[src/rtl/mips_isa_pkg.sv]
// MIPS-32 opcode constants, encoder request classes and encoder state codes.
// Shared by the instruction encoder and the main-decoder tests.
package mips_isa_pkg;

  localparam logic [5:0] OP_RTYPE = 6'b000000;
  localparam logic [5:0] OP_LW    = 6'b100011;
  localparam logic [5:0] OP_SW    = 6'b101011;
  localparam logic [5:0] OP_BEQ   = 6'b000100;
  localparam logic [5:0] OP_ADDI  = 6'b001000;
  localparam logic [5:0] OP_J     = 6'b000010;

  localparam logic [2:0] REQ_RTYPE = 3'd0;
  localparam logic [2:0] REQ_LW    = 3'd1;
  localparam logic [2:0] REQ_SW    = 3'd2;
  localparam logic [2:0] REQ_BEQ   = 3'd3;
  localparam logic [2:0] REQ_ADDI  = 3'd4;
  localparam logic [2:0] REQ_J     = 3'd5;

  typedef logic [1:0] state_t;
  localparam state_t ST_IDLE  = 2'd0;
  localparam state_t ST_WRITE = 2'd1;
  localparam state_t ST_FULL  = 2'd2;

  function automatic logic is_legal_req(input logic [2:0] op);
    return op <= REQ_J;
  endfunction

endpackage

[src/rtl/instr_encoder_if.sv]
// Request handshake plus instruction-memory write bus of the instruction encoder.
// The requester uses the master modport, the encoder the slave modport.
interface instr_encoder_if #(
  parameter int ADDR_W = 6
);
  logic              req_valid;
  logic              req_ready;
  logic [2:0]        req_op;
  logic [4:0]        req_rs;
  logic [4:0]        req_rt;
  logic [4:0]        req_rd;
  logic [5:0]        req_funct;
  logic [15:0]       req_imm;
  logic [ADDR_W-1:0] req_target;
  logic              imem_we;
  logic [ADDR_W-1:0] imem_addr;
  logic [31:0]       imem_wdata;

  modport master (
    output req_valid, req_op, req_rs, req_rt, req_rd, req_funct, req_imm, req_target,
    input  req_ready, imem_we, imem_addr, imem_wdata
  );

  modport slave (
    input  req_valid, req_op, req_rs, req_rt, req_rd, req_funct, req_imm, req_target,
    output req_ready, imem_we, imem_addr, imem_wdata
  );
endinterface

[src/rtl/instr_encoder_enc_word.sv]
// Combinational field packer: request class and fields plus the word's own address
// give the 32-bit MIPS instruction; illegal classes pack to a NOP.
module enc_word
  import mips_isa_pkg::*;
#(
  parameter int ADDR_W = 6
) (
  input  logic [2:0]        op,
  input  logic [4:0]        rs,
  input  logic [4:0]        rt,
  input  logic [4:0]        rd,
  input  logic [5:0]        funct,
  input  logic [15:0]       imm,
  input  logic [ADDR_W-1:0] target,
  input  logic [ADDR_W-1:0] addr,
  output logic [31:0]       word
);

  localparam int OW = (ADDR_W > 16) ? ADDR_W : 16;

  // Branch offset is relative to the word after the branch, wrapped to 16 bits.
  logic [OW-1:0] off_w;
  logic [15:0]   off16;

  assign off_w = OW'(target) - OW'(addr) - OW'(1);
  assign off16 = off_w[15:0];

  always_comb begin
    word = '0;
    case (op)
      REQ_RTYPE: word = {OP_RTYPE, rs, rt, rd, 5'b00000, funct};
      REQ_LW:    word = {OP_LW, rs, rt, imm};
      REQ_SW:    word = {OP_SW, rs, rt, imm};
      REQ_BEQ:   word = {OP_BEQ, rs, rt, off16};
      REQ_ADDI:  word = {OP_ADDI, rs, rt, imm};
      REQ_J:     word = {OP_J, 26'(target)};
      default:   word = '0;
    endcase
  end

endmodule

[src/rtl/instr_encoder.sv]
// Sequential MIPS-32 instruction encoder: accepts one request, writes its word to the
// next imem address one cycle later. Optional sticky range check: ENC_RANGE_CHECK_EN.
module instr_encoder
  import mips_isa_pkg::*;
#(
  parameter int ADDR_W = 6,
  parameter int BASE   = 0
) (
  input  logic            clk,
  input  logic            reset,
  input  logic            clear,
  instr_encoder_if.slave  bus,
  output logic            full,
  output logic            err
);

  localparam logic [ADDR_W-1:0] BASE_ADDR = ADDR_W'(BASE);
  localparam logic [ADDR_W-1:0] LAST_ADDR = '1;

  state_t            state_q, state_d;
  logic [ADDR_W-1:0] addr_q, addr_d;
  logic [31:0]       wdata_q, wdata_d;
  logic [31:0]       enc_w;
  logic              accept;

  enc_word #(.ADDR_W(ADDR_W)) u_enc_word (
    .op     (bus.req_op),
    .rs     (bus.req_rs),
    .rt     (bus.req_rt),
    .rd     (bus.req_rd),
    .funct  (bus.req_funct),
    .imm    (bus.req_imm),
    .target (bus.req_target),
    .addr   (addr_q),
    .word   (enc_w)
  );

  assign bus.req_ready  = (state_q == ST_IDLE) && !clear;
  assign accept         = bus.req_valid && bus.req_ready;
  assign bus.imem_we    = (state_q == ST_WRITE);
  assign bus.imem_addr  = addr_q;
  assign bus.imem_wdata = wdata_q;
  assign full           = (state_q == ST_FULL);

  // clear always wins: it rewinds the address and returns to IDLE from any state.
  always_comb begin
    state_d = state_q;
    addr_d  = addr_q;
    wdata_d = wdata_q;
    case (state_q)
      ST_IDLE: begin
        if (clear) begin
          addr_d = BASE_ADDR;
        end else if (accept) begin
          wdata_d = enc_w;
          state_d = ST_WRITE;
        end
      end
      ST_WRITE: begin
        if (clear) begin
          addr_d  = BASE_ADDR;
          state_d = ST_IDLE;
        end else if (addr_q == LAST_ADDR) begin
          state_d = ST_FULL;
        end else begin
          addr_d  = addr_q + 1'b1;
          state_d = ST_IDLE;
        end
      end
      ST_FULL: begin
        if (clear) begin
          addr_d  = BASE_ADDR;
          state_d = ST_IDLE;
        end
      end
      default: state_d = ST_IDLE;
    endcase
  end

  always_ff @(posedge clk or posedge reset) begin
    if (reset) begin
      state_q <= ST_IDLE;
      addr_q  <= BASE_ADDR;
      wdata_q <= '0;
    end else begin
      state_q <= state_d;
      addr_q  <= addr_d;
      wdata_q <= wdata_d;
    end
  end

`ifdef ENC_RANGE_CHECK_EN
  localparam int CW = ((ADDR_W + 2) > 17) ? (ADDR_W + 2) : 17;

  logic [CW-1:0] off_chk;
  logic          off_in_range;
  logic          bad_req;
  logic          err_q, err_d;

  // The offset fits 16 bits iff every bit from 15 upward is a copy of the sign.
  assign off_chk      = CW'(bus.req_target) - CW'(addr_q) - CW'(1);
  assign off_in_range = (off_chk[CW-1:15] == '0) || (off_chk[CW-1:15] == '1);
  assign bad_req      = accept &&
                        (!is_legal_req(bus.req_op) || ((bus.req_op == REQ_BEQ) && !off_in_range));

  always_comb begin
    err_d = err_q;
    if (clear) begin
      err_d = 1'b0;
    end else if (bad_req) begin
      err_d = 1'b1;
    end
  end

  always_ff @(posedge clk or posedge reset) begin
    if (reset) begin
      err_q <= 1'b0;
    end else begin
      err_q <= err_d;
    end
  end

  assign err = err_q;
`else
  assign err = 1'b0;
`endif

endmodule

[src/flat_wrapper.sv]
// flat-port wrapper written by rule: the top's interface ports become plain ports
module instr_encoder_flat import mips_isa_pkg::*;
#(
  parameter int ADDR_W = 6,
  parameter int BASE   = 0
)
  (clk, reset, clear, full, err, bus_req_valid, bus_req_op, bus_req_rs, bus_req_rt, bus_req_rd, bus_req_funct, bus_req_imm, bus_req_target, bus_req_ready, bus_imem_we, bus_imem_addr, bus_imem_wdata);
  instr_encoder_if #(.ADDR_W(ADDR_W)) bus_i ();
  input  logic clk;
  input  logic reset;
  input  logic clear;
  output logic full;
  output logic err;
  input wire logic [$bits(bus_i.req_valid)-1:0] bus_req_valid;
  input wire logic [$bits(bus_i.req_op)-1:0] bus_req_op;
  input wire logic [$bits(bus_i.req_rs)-1:0] bus_req_rs;
  input wire logic [$bits(bus_i.req_rt)-1:0] bus_req_rt;
  input wire logic [$bits(bus_i.req_rd)-1:0] bus_req_rd;
  input wire logic [$bits(bus_i.req_funct)-1:0] bus_req_funct;
  input wire logic [$bits(bus_i.req_imm)-1:0] bus_req_imm;
  input wire logic [$bits(bus_i.req_target)-1:0] bus_req_target;
  output wire logic [$bits(bus_i.req_ready)-1:0] bus_req_ready;
  output wire logic [$bits(bus_i.imem_we)-1:0] bus_imem_we;
  output wire logic [$bits(bus_i.imem_addr)-1:0] bus_imem_addr;
  output wire logic [$bits(bus_i.imem_wdata)-1:0] bus_imem_wdata;
  assign bus_i.req_valid = bus_req_valid;
  assign bus_i.req_op = bus_req_op;
  assign bus_i.req_rs = bus_req_rs;
  assign bus_i.req_rt = bus_req_rt;
  assign bus_i.req_rd = bus_req_rd;
  assign bus_i.req_funct = bus_req_funct;
  assign bus_i.req_imm = bus_req_imm;
  assign bus_i.req_target = bus_req_target;
  assign bus_req_ready = bus_i.req_ready;
  assign bus_imem_we = bus_i.imem_we;
  assign bus_imem_addr = bus_i.imem_addr;
  assign bus_imem_wdata = bus_i.imem_wdata;
  instr_encoder #(.ADDR_W(ADDR_W), .BASE(BASE)) u_core (.clk(clk), .reset(reset), .clear(clear), .bus(bus_i), .full(full), .err(err));
endmodule
[config.mk]
export PLATFORM = sky130hd
export DESIGN_NAME = instr_encoder_flat
export DESIGN_NICKNAME = d
export VERILOG_FILES = /design/src/rtl/mips_isa_pkg.sv /design/src/rtl/instr_encoder_if.sv /design/src/rtl/instr_encoder_enc_word.sv /design/src/rtl/instr_encoder.sv /design/src/flat_wrapper.sv
export SDC_FILE = /design/constraint.sdc
export NUM_CORES = 1
export LEC_CHECK = 0
export CAP_MARGIN = 40
export CORE_ASPECT_RATIO = 0.6
export CORE_UTILIZATION = 43
export CTS_BUF_LIST = sky130_fd_sc_hd__clkbuf_8
export CTS_CLUSTER_DIAMETER = 50
export CTS_CLUSTER_SIZE = 40
export DETAILED_ROUTE_END_ITERATION = 12
export PLACE_DENSITY = 0.79
export SETUP_SLACK_MARGIN = 0.02
export SLEW_MARGIN = 20
export SYNTH_ARGS = -nofsm -noshare
export SYNTH_HDL_FRONTEND = slang
export SYNTH_HIERARCHICAL = 1
export SYNTH_SLANG_ARGS = --single-unit
[constraint.sdc]
create_clock -name clk -period 2.51 [get_ports clk]
set_input_delay 0.251 -clock clk [delete_from_list [all_inputs] [get_ports clk]]
set_output_delay 0.251 -clock clk [all_outputs]
set_load 0.02 [all_outputs]
==> metrics.yaml, run 1 <==
yosys_warnings: 6
setup_viol: 0
synth_top_area_cell: "dfrtp_1"
synthMuxAreaShare: 0.176
nNetsFinal: 446
arrival_ns: 2.65
ys_seq_area_frac: 0.366
synth_area_leaders: "dfrtp_1 (37%), mux2_2 (12%), mux2i_1 (4.0%), ha_1 (3.7%), nor2_1 (3.2%)"
maxCapViolations: 0
rrSetupSlack_ns: 0.05
max_freq_mhz: 406
drc: 0
routed_wl_um: 7610
portBuffers: 90
grtUsageMet3: 0.0735
post-route-util: 0.675
hold_viol_final: 0
ys_ff_latch: 40
cts_tree: "built"
detail_route.wl_per_cell_um: 16.1
swShare: 0.330
met1_usage: 0.323
first_global_vias: 2425
post_synth_instance_area_um2: 2740
pin_count: 92
antenna_found_initial: 0
maxSlewViolCount: 0
htreeDepth: 2
synth-adder-area-share: 0.0439
firstDrtPassIters: 4
power.share.clock: 0.213
place_hpwl_um: 5360
synth_top_family_by_area: "multiplexers"
clockRootBuffer: "clkbuf_8"
finalHoldWorstSlack_ns: 0.367
grtUsageTotal: 0.225
syn_inst: 273
clock_latency_ns: 0.30
synth_compound_area_frac: 0.170
cts_inserted_buffers: 5
yosysMostFrequentCell: "dfrtp_1"
rr_worst_depth: 9
fin_crit_ns: 2.46
cp.required_ns: 2.70
rows: 22
viasPerCell: 5.40
clock-sinks: 40
synth.distinct_cells: 56
cellPowerDensity_nw_per_um2: 501
coreArea_um2: 6140
area_growth_pct: 51.4
synth-xor-area-share: 0.0352
crit_type: "reg2reg"
drive_gt1_frac: 0.245
ant_nets: 0
synth_top_cells_by_count: "dfrtp_1 (40), mux2_2 (30), nor2_1 (23), inv_1 (14), a21oi_1 (12)"
fillers: 462
overflow: 0
pwr-share-seq: 0.384
leakagePower_uw: 0.00181
synth_ff_type: "dfrtp_1"
slew_headroom: 0.487
clk_pin_slew_ns: 0.08
grt_first_pass_wirelength_um: 11900
synth_top_area_share: 0.366
startpoint_type: "flip-flop"
n_antenna_cell: 0
chipHeight_um: 63.8
start_util: 0.446
ctsLongestPathBuffers: 2
r2r_end: "u_core/bus.imem_wdata[14]"
drt_iter0_drc: 155
met2_usage: 0.329
multi_input_area_um2: 1720
synth_nets: 332
synth_edf_count: 0
yosys.area_share.simple: 0.144
max-vdd-ir-drop_mv: 0.309
hold_class: "in2async"
power.switching_uw: 685
dieArea_um2: 6700
num_vias: 2548
syn_area_per_cell_um2: 10.0
tightest_slew_ns: 0.768
finalCritPeriodShare: 0.982
crit_path_end_kind: "flip-flop"
routabilityCongestion: 0.887
ys_async_sr_fraction: 1.00
holdBufCountCts: 0
grt_max_degree: 41
reg2reg_from: "u_core/bus.imem_addr[0]"
die_w_um: 105
cp_max_fo: 5
p_comb_frac: 0.404
rsz0062_at_grt: "yes"
status: "completed"
fin_worst_skew_ns: 0.00633
area.sequential_um2: 1000
internal_power_uw: 1390
grt.busiest_layer: "met2"
[worst max-delay path: stages (launching register included)]
cell and delay (ns):
dfrtp_2 0.43, ha_4 0.17, fa_2 0.33, nand2b_4 0.15, a21oi_4 0.21, xor2_2 0.22, nand4bb_4 0.20, a21oi_4 0.09
a211o_1 0.29, mux2_4 0.26
[metal layers]
metal  wire length (µm)  vias to the layer above  share of wire
met1               3700                     1224           0.49
met3                635                       10          0.083
li1                   -                     1215              -
met2               3190                       99           0.42
met4                 86                        0          0.011
met5                  0                        -              0
[power by group through the flow]
stage	combinational, µW	clock, µW	sequential, µW
final	838	441	797
after global placement	779	0	804
after detailed placement	792	0	808
after floorplan	294	0	922
after CTS	805	443	797
after global routing	892	478	810
[metrics by stage]
step	total power (µW)	worst slack, ns	cells	TNS [ns]	area (µm²)
floorplan	1220	0.0325	273	0	2790
global placement	1580	-0.233	461	-1.96	3930
detailed placement	1600	-0.357	461	-3.15	3930
CTS	2050	0.0185	469	0	4050
global route	2180	-0.0481	472	-0.119	4150
finish	2080	0.0459	472	0	4150
[cells in the final DEF (no fill, tap or decap), types with 7 or more instances in the layout]
cell	instances
inv_1	12
dfrtp_1	37
a21oi_1	10
buf_4	32
clkdlybuf4s50_1	88
and2_1	10
mux2i_1	11
xnor2_1	7
nor2_1	23
mux2_2	25
nor2b_1	9
a211oi_1	8
ha_1	7
[sequential cells by signal, indices dropped and copies added, names as in the netlist]
| register | flops |
|---|---|
| u_core/bus.imem_wdata | 32 |
| u_core/bus.imem_addr | 6 |
| u_core/state_q | 2 |
[final cells by class]
class | count | share of cell area
clock buffer | 5 | 0.0166
multi-input combinational | 202 | 0.414
timing repair buffer | 124 | 0.284
sequential | 40 | 0.242
inverter | 14 | 0.0127
clock inverter | 3 | 0.00453
tap | 84 | 0.0254
[cells by family (layout without fill, tap and decap cells)]
logic type | Yosys count | in the layout
compound gates | 64 | 65
simple gates | 71 | 71
flops | 40 | 40
mux | 44 | 44
xor+xnor | 11 | 11
fa+ha+maj | 9 | 9
other cells | 2 | 2
buf+inv | 32 | 146
[what timing repair did]
action,CTS,global route
endpoints found under the setup margin,6,11
gates resized for setup,5,16
buffers inserted,0,2
pin swaps,4,10
gates cloned,0,1
[worst max path at each step]
stage,slack [ns],endpoint,cells after the start,startpoint
3_5_place_dp,-0.36,u_core/bus.imem_wdata[5],11,bus_req_target[0]
4_1_cts,0.02,u_core/bus.imem_wdata[6],12,bus_req_target[0]
2_1_floorplan,0.03,u_core/bus.imem_wdata[6],9,u_core/bus.imem_addr[5]
5_1_grt,-0.05,u_core/bus.imem_wdata[14],9,u_core/bus.imem_addr[0]
6_report,0.05,u_core/bus.imem_wdata[14],9,u_core/bus.imem_addr[0]
3_3_place_gp,-0.23,u_core/bus.imem_wdata[6],12,bus_req_target[0]
Note: power is estimated with default switching activity, not from simulation.
==> run 2, diff against run 1 <==
--- a/config.mk
+++ b/config.mk
@@ -6,12 +6,13 @@
 export NUM_CORES = 1
 export LEC_CHECK = 0
 export CAP_MARGIN = 40
-export CORE_ASPECT_RATIO = 0.6
+export CORE_ASPECT_RATIO = 1.1
 export CORE_UTILIZATION = 43
 export CTS_BUF_LIST = sky130_fd_sc_hd__clkbuf_8
 export CTS_CLUSTER_DIAMETER = 50
 export CTS_CLUSTER_SIZE = 40
 export DETAILED_ROUTE_END_ITERATION = 12
+export GPL_TIMING_DRIVEN = 1
 export PLACE_DENSITY = 0.79
 export SETUP_SLACK_MARGIN = 0.02
 export SLEW_MARGIN = 20
==> constraint.sdc (replaced) <==
create_clock -name clk -period 2.1 [get_ports clk]
set_input_delay 0.21 -clock clk [delete_from_list [all_inputs] [get_ports clk]]
set_output_delay 0.21 -clock clk [all_outputs]
set_load 0.02 [all_outputs]
==> run 2 against run 1 <==
  * The run now ends with DRC, setup timing left
  * Register-to-register slack got worse by 0.37 ns
  * Via count unchanged
  * Global-route usage decreased by 0.38 points
  * Hold slack got worse by 0.13 ns
  * Count of clock-buffer cells in the layout increased by 1
  * Setup slack got worse by 0.37 ns
  * First-iteration DRC count decreased by 17%
  * Largest power group unchanged
  * Highest routed layer unchanged
==> metrics.yaml, run 2 (same netlist as run 1, synthesis figures left out) <==
status: "finished with violations"
violations: "DRC, setup timing"
cp.required_ns: 2.28  # -0.42 ns
routed_wl_um: 7120  # -6.4%
grt_max_degree: 34  # -17%
cp_max_fo: 5  # unchanged
ctsLongestPathBuffers: 2  # unchanged
dp_cells: 462  # +0.22%
ant_nets: 0  # unchanged
coreArea_um2: 6160  # +0.29%
final_cell_mix: "clkdlybuf4s50_1 (88), buf_4 (36), dfrtp_1 (35), mux2_2 (28), nor2_1 (23)"
drive_gt1_frac: 0.272  # +0.0267
pin_count: 92  # unchanged
hold_viol_final: 0  # unchanged
r2r_end: "u_core/bus.imem_wdata[13]"
largest_reg_flops: 32  # unchanged
fillers: 486  # +5.2%
power.switching_uw: 793  # +16%
arrival_ns: 2.61  # -0.04 ns
holdBufCountCts: 0  # unchanged
slew_headroom: 0.528  # +0.0412
rsz0062_at_grt: "yes"
critPathTopFamily: "adder cells"
clock_latency_ns: 0.29  # about the same
crit_buf_inv: 0  # unchanged
detail_route.wl_per_cell_um: 15.0  # -6.8%
clock-sinks: 40  # unchanged
first_global_vias: 2513  # +3.6%
viasPerCell: 5.38  # -0.42%
hold_class: "in2async"
instances_no_fill: 474  # +0.42%
reg2reg_from: "u_core/bus.imem_addr[0]"
die_w_um: 78.1  # -26%
maxSlewViolCount: 0  # unchanged
cpMostUsedCell: "a21oi_4"
htreeDepth: 2  # unchanged
max_freq_mhz: 412  # +1.4%
setup_tns_ns: -3.65  # -3.65 ns
firstDrtPassIters: 8  # +4
fin_worst_skew_ns: 0.00834  # +0.00201 ns
crit_slowest_cell: "dfrtp_2"
dieArea_um2: 6690  # -0.15%
leakagePower_uw: 0.00182  # +0.32%
max-vdd-ir-drop_mv: 0.515  # +67%
place_hpwl_um: 5250  # -2.1%
power.share.clock: 0.216  # +0.003
n_antenna_cell: 0  # unchanged
multi_input_area_um2: 1770  # +3.0%
area_growth_pct: 55.2
start_util: 0.445  # -0.00127
antenna_found_initial: 0  # unchanged
grtUsageTotal: 0.221  # -0.00377
tightest_slew_ns: 0.703  # -0.0645 ns
crit_path_cell_trace: "ha_4 > fa_2 > nand2b_4 > a21oi_4 > xor2_4 > nand4bb_4 > a21oi_4 > a211o_1 > mux2_4"
fin_crit_ns: 2.43  # -0.0352 ns
layout_commonest_cell: "clkdlybuf4s50_1"
crit_path_end_kind: "flip-flop"
cts_inserted_buffers: 5  # unchanged
routabilityCongestion: 0.878  # -1.0%
rows: 30  # +36%
p_comb_frac: 0.404  # about the same
finalHoldWorstSlack_ns: 0.239  # -0.128 ns
post-route-util: 0.690  # +0.0147
internal_power_uw: 1700  # +23%
cp_num_cells: 9  # unchanged
chipHeight_um: 85.7  # +34%
clk_pin_slew_ns: 0.08  # about the same
cts_tree: "built"
drc: 1  # +1
grt_first_pass_wirelength_um: 11600  # -2.7%
num_vias: 2548  # unchanged
portBuffers: 90  # unchanged
cellPowerDensity_nw_per_um2: 588  # +17%
setup_viol: 14  # +14
slowest_delay_ns: 0.43  # about the same
crit_end: "u_core/bus.imem_wdata[13]"
maxCapViolations: 0  # unchanged
post-route-worst-setup-slack_ns: -0.329  # -0.375 ns
clockRootBuffer: "clkbuf_8"
rr_worst_depth: 9  # unchanged
finalCritPeriodShare: 1.16  # +0.175
worstSetupStartpoint: "u_core/bus.imem_addr[0]"
pwr-share-seq: 0.380  # -0.004
area.sequential_um2: 1010  # +0.25%
overflow: 0  # unchanged
crit_type: "reg2reg"
swShare: 0.317  # -0.0124
rrSetupSlack_ns: -0.33  # -0.37 ns
startpoint_type: "flip-flop"
nNetsFinal: 452  # +1.3%
drt_iter0_drc: 129  # -17%
-- run 2: cell types whose count changed in the layout (fill, tap and decap cells not counted), sizes merged --
cell          before  now
clkinv             4    1
clkbuf             5    6
inv               13   14
dlymetal6s2s       2    0
dlygate4sd2        0    2
buf               34   40
clkinvlp           0    1
-- run 2: metrics by stage --
stage | worst slack [ns] | instance area [µm²] | power (µW)
floorplan | -0.368 | 2830 | 1460
global placement | -0.637 | 4010 | 1890
detailed placement | -0.690 | 4020 | 1920
CTS | -0.322 | 4220 | 2510
global route | -0.426 | 4250 | 2620
finish | -0.329 | 4250 | 2500
-- run 2: layer usage --
metal / wire, µm / GRT usage / up-vias
li1: - / - / 1227
met1: 2990 / 0.265 / 1242
met2: 3620 / 0.386 / 71
met3: 415 / 0.0564 / 8
met4: 96 / 0.0724 / 0
met5: 0 / 0 / -
-- run 2: power groups by stage --
stage	clock network, µW	logic, µW	registers [µW]
floorplan	0	356	1100
global route	578	1080	963
detailed placement	0	954	964
finish	540	1010	948
global placement	0	936	958
CTS	557	998	950
-- run 2: layout make-up --
class | instances | area share
timing repair buffer | 130 | 0.288
inverter | 14 | 0.0124
clock inverter | 2 | 0.00265
tap | 80 | 0.0236
sequential | 40 | 0.237
multi-input combinational | 202 | 0.416
clock buffer | 6 | 0.0194
-- run 2: worst min path at each step --
stage,end,from,depth (start not counted),slack [ns]
after global routing,u_core/bus.imem_wdata[28],reset,2,0.29
after global placement,u_core/bus.imem_wdata[7],u_core/bus.imem_wdata[7],1,0.47
final,u_core/bus.imem_wdata[15],reset,2,0.24
after detailed placement,u_core/bus.imem_wdata[7],u_core/bus.imem_wdata[7],1,0.47
after floorplan,u_core/bus.imem_addr[3],reset,1,0.43
after CTS,u_core/bus.imem_wdata[15],reset,2,0.26
-- run 2: repair_timing --
action,4_1_cts,5_1_grt
buffers inserted,2,1
endpoints found under the setup margin,14,15
cloned,1,0
pin swaps,16,2
resized for setup,15,5
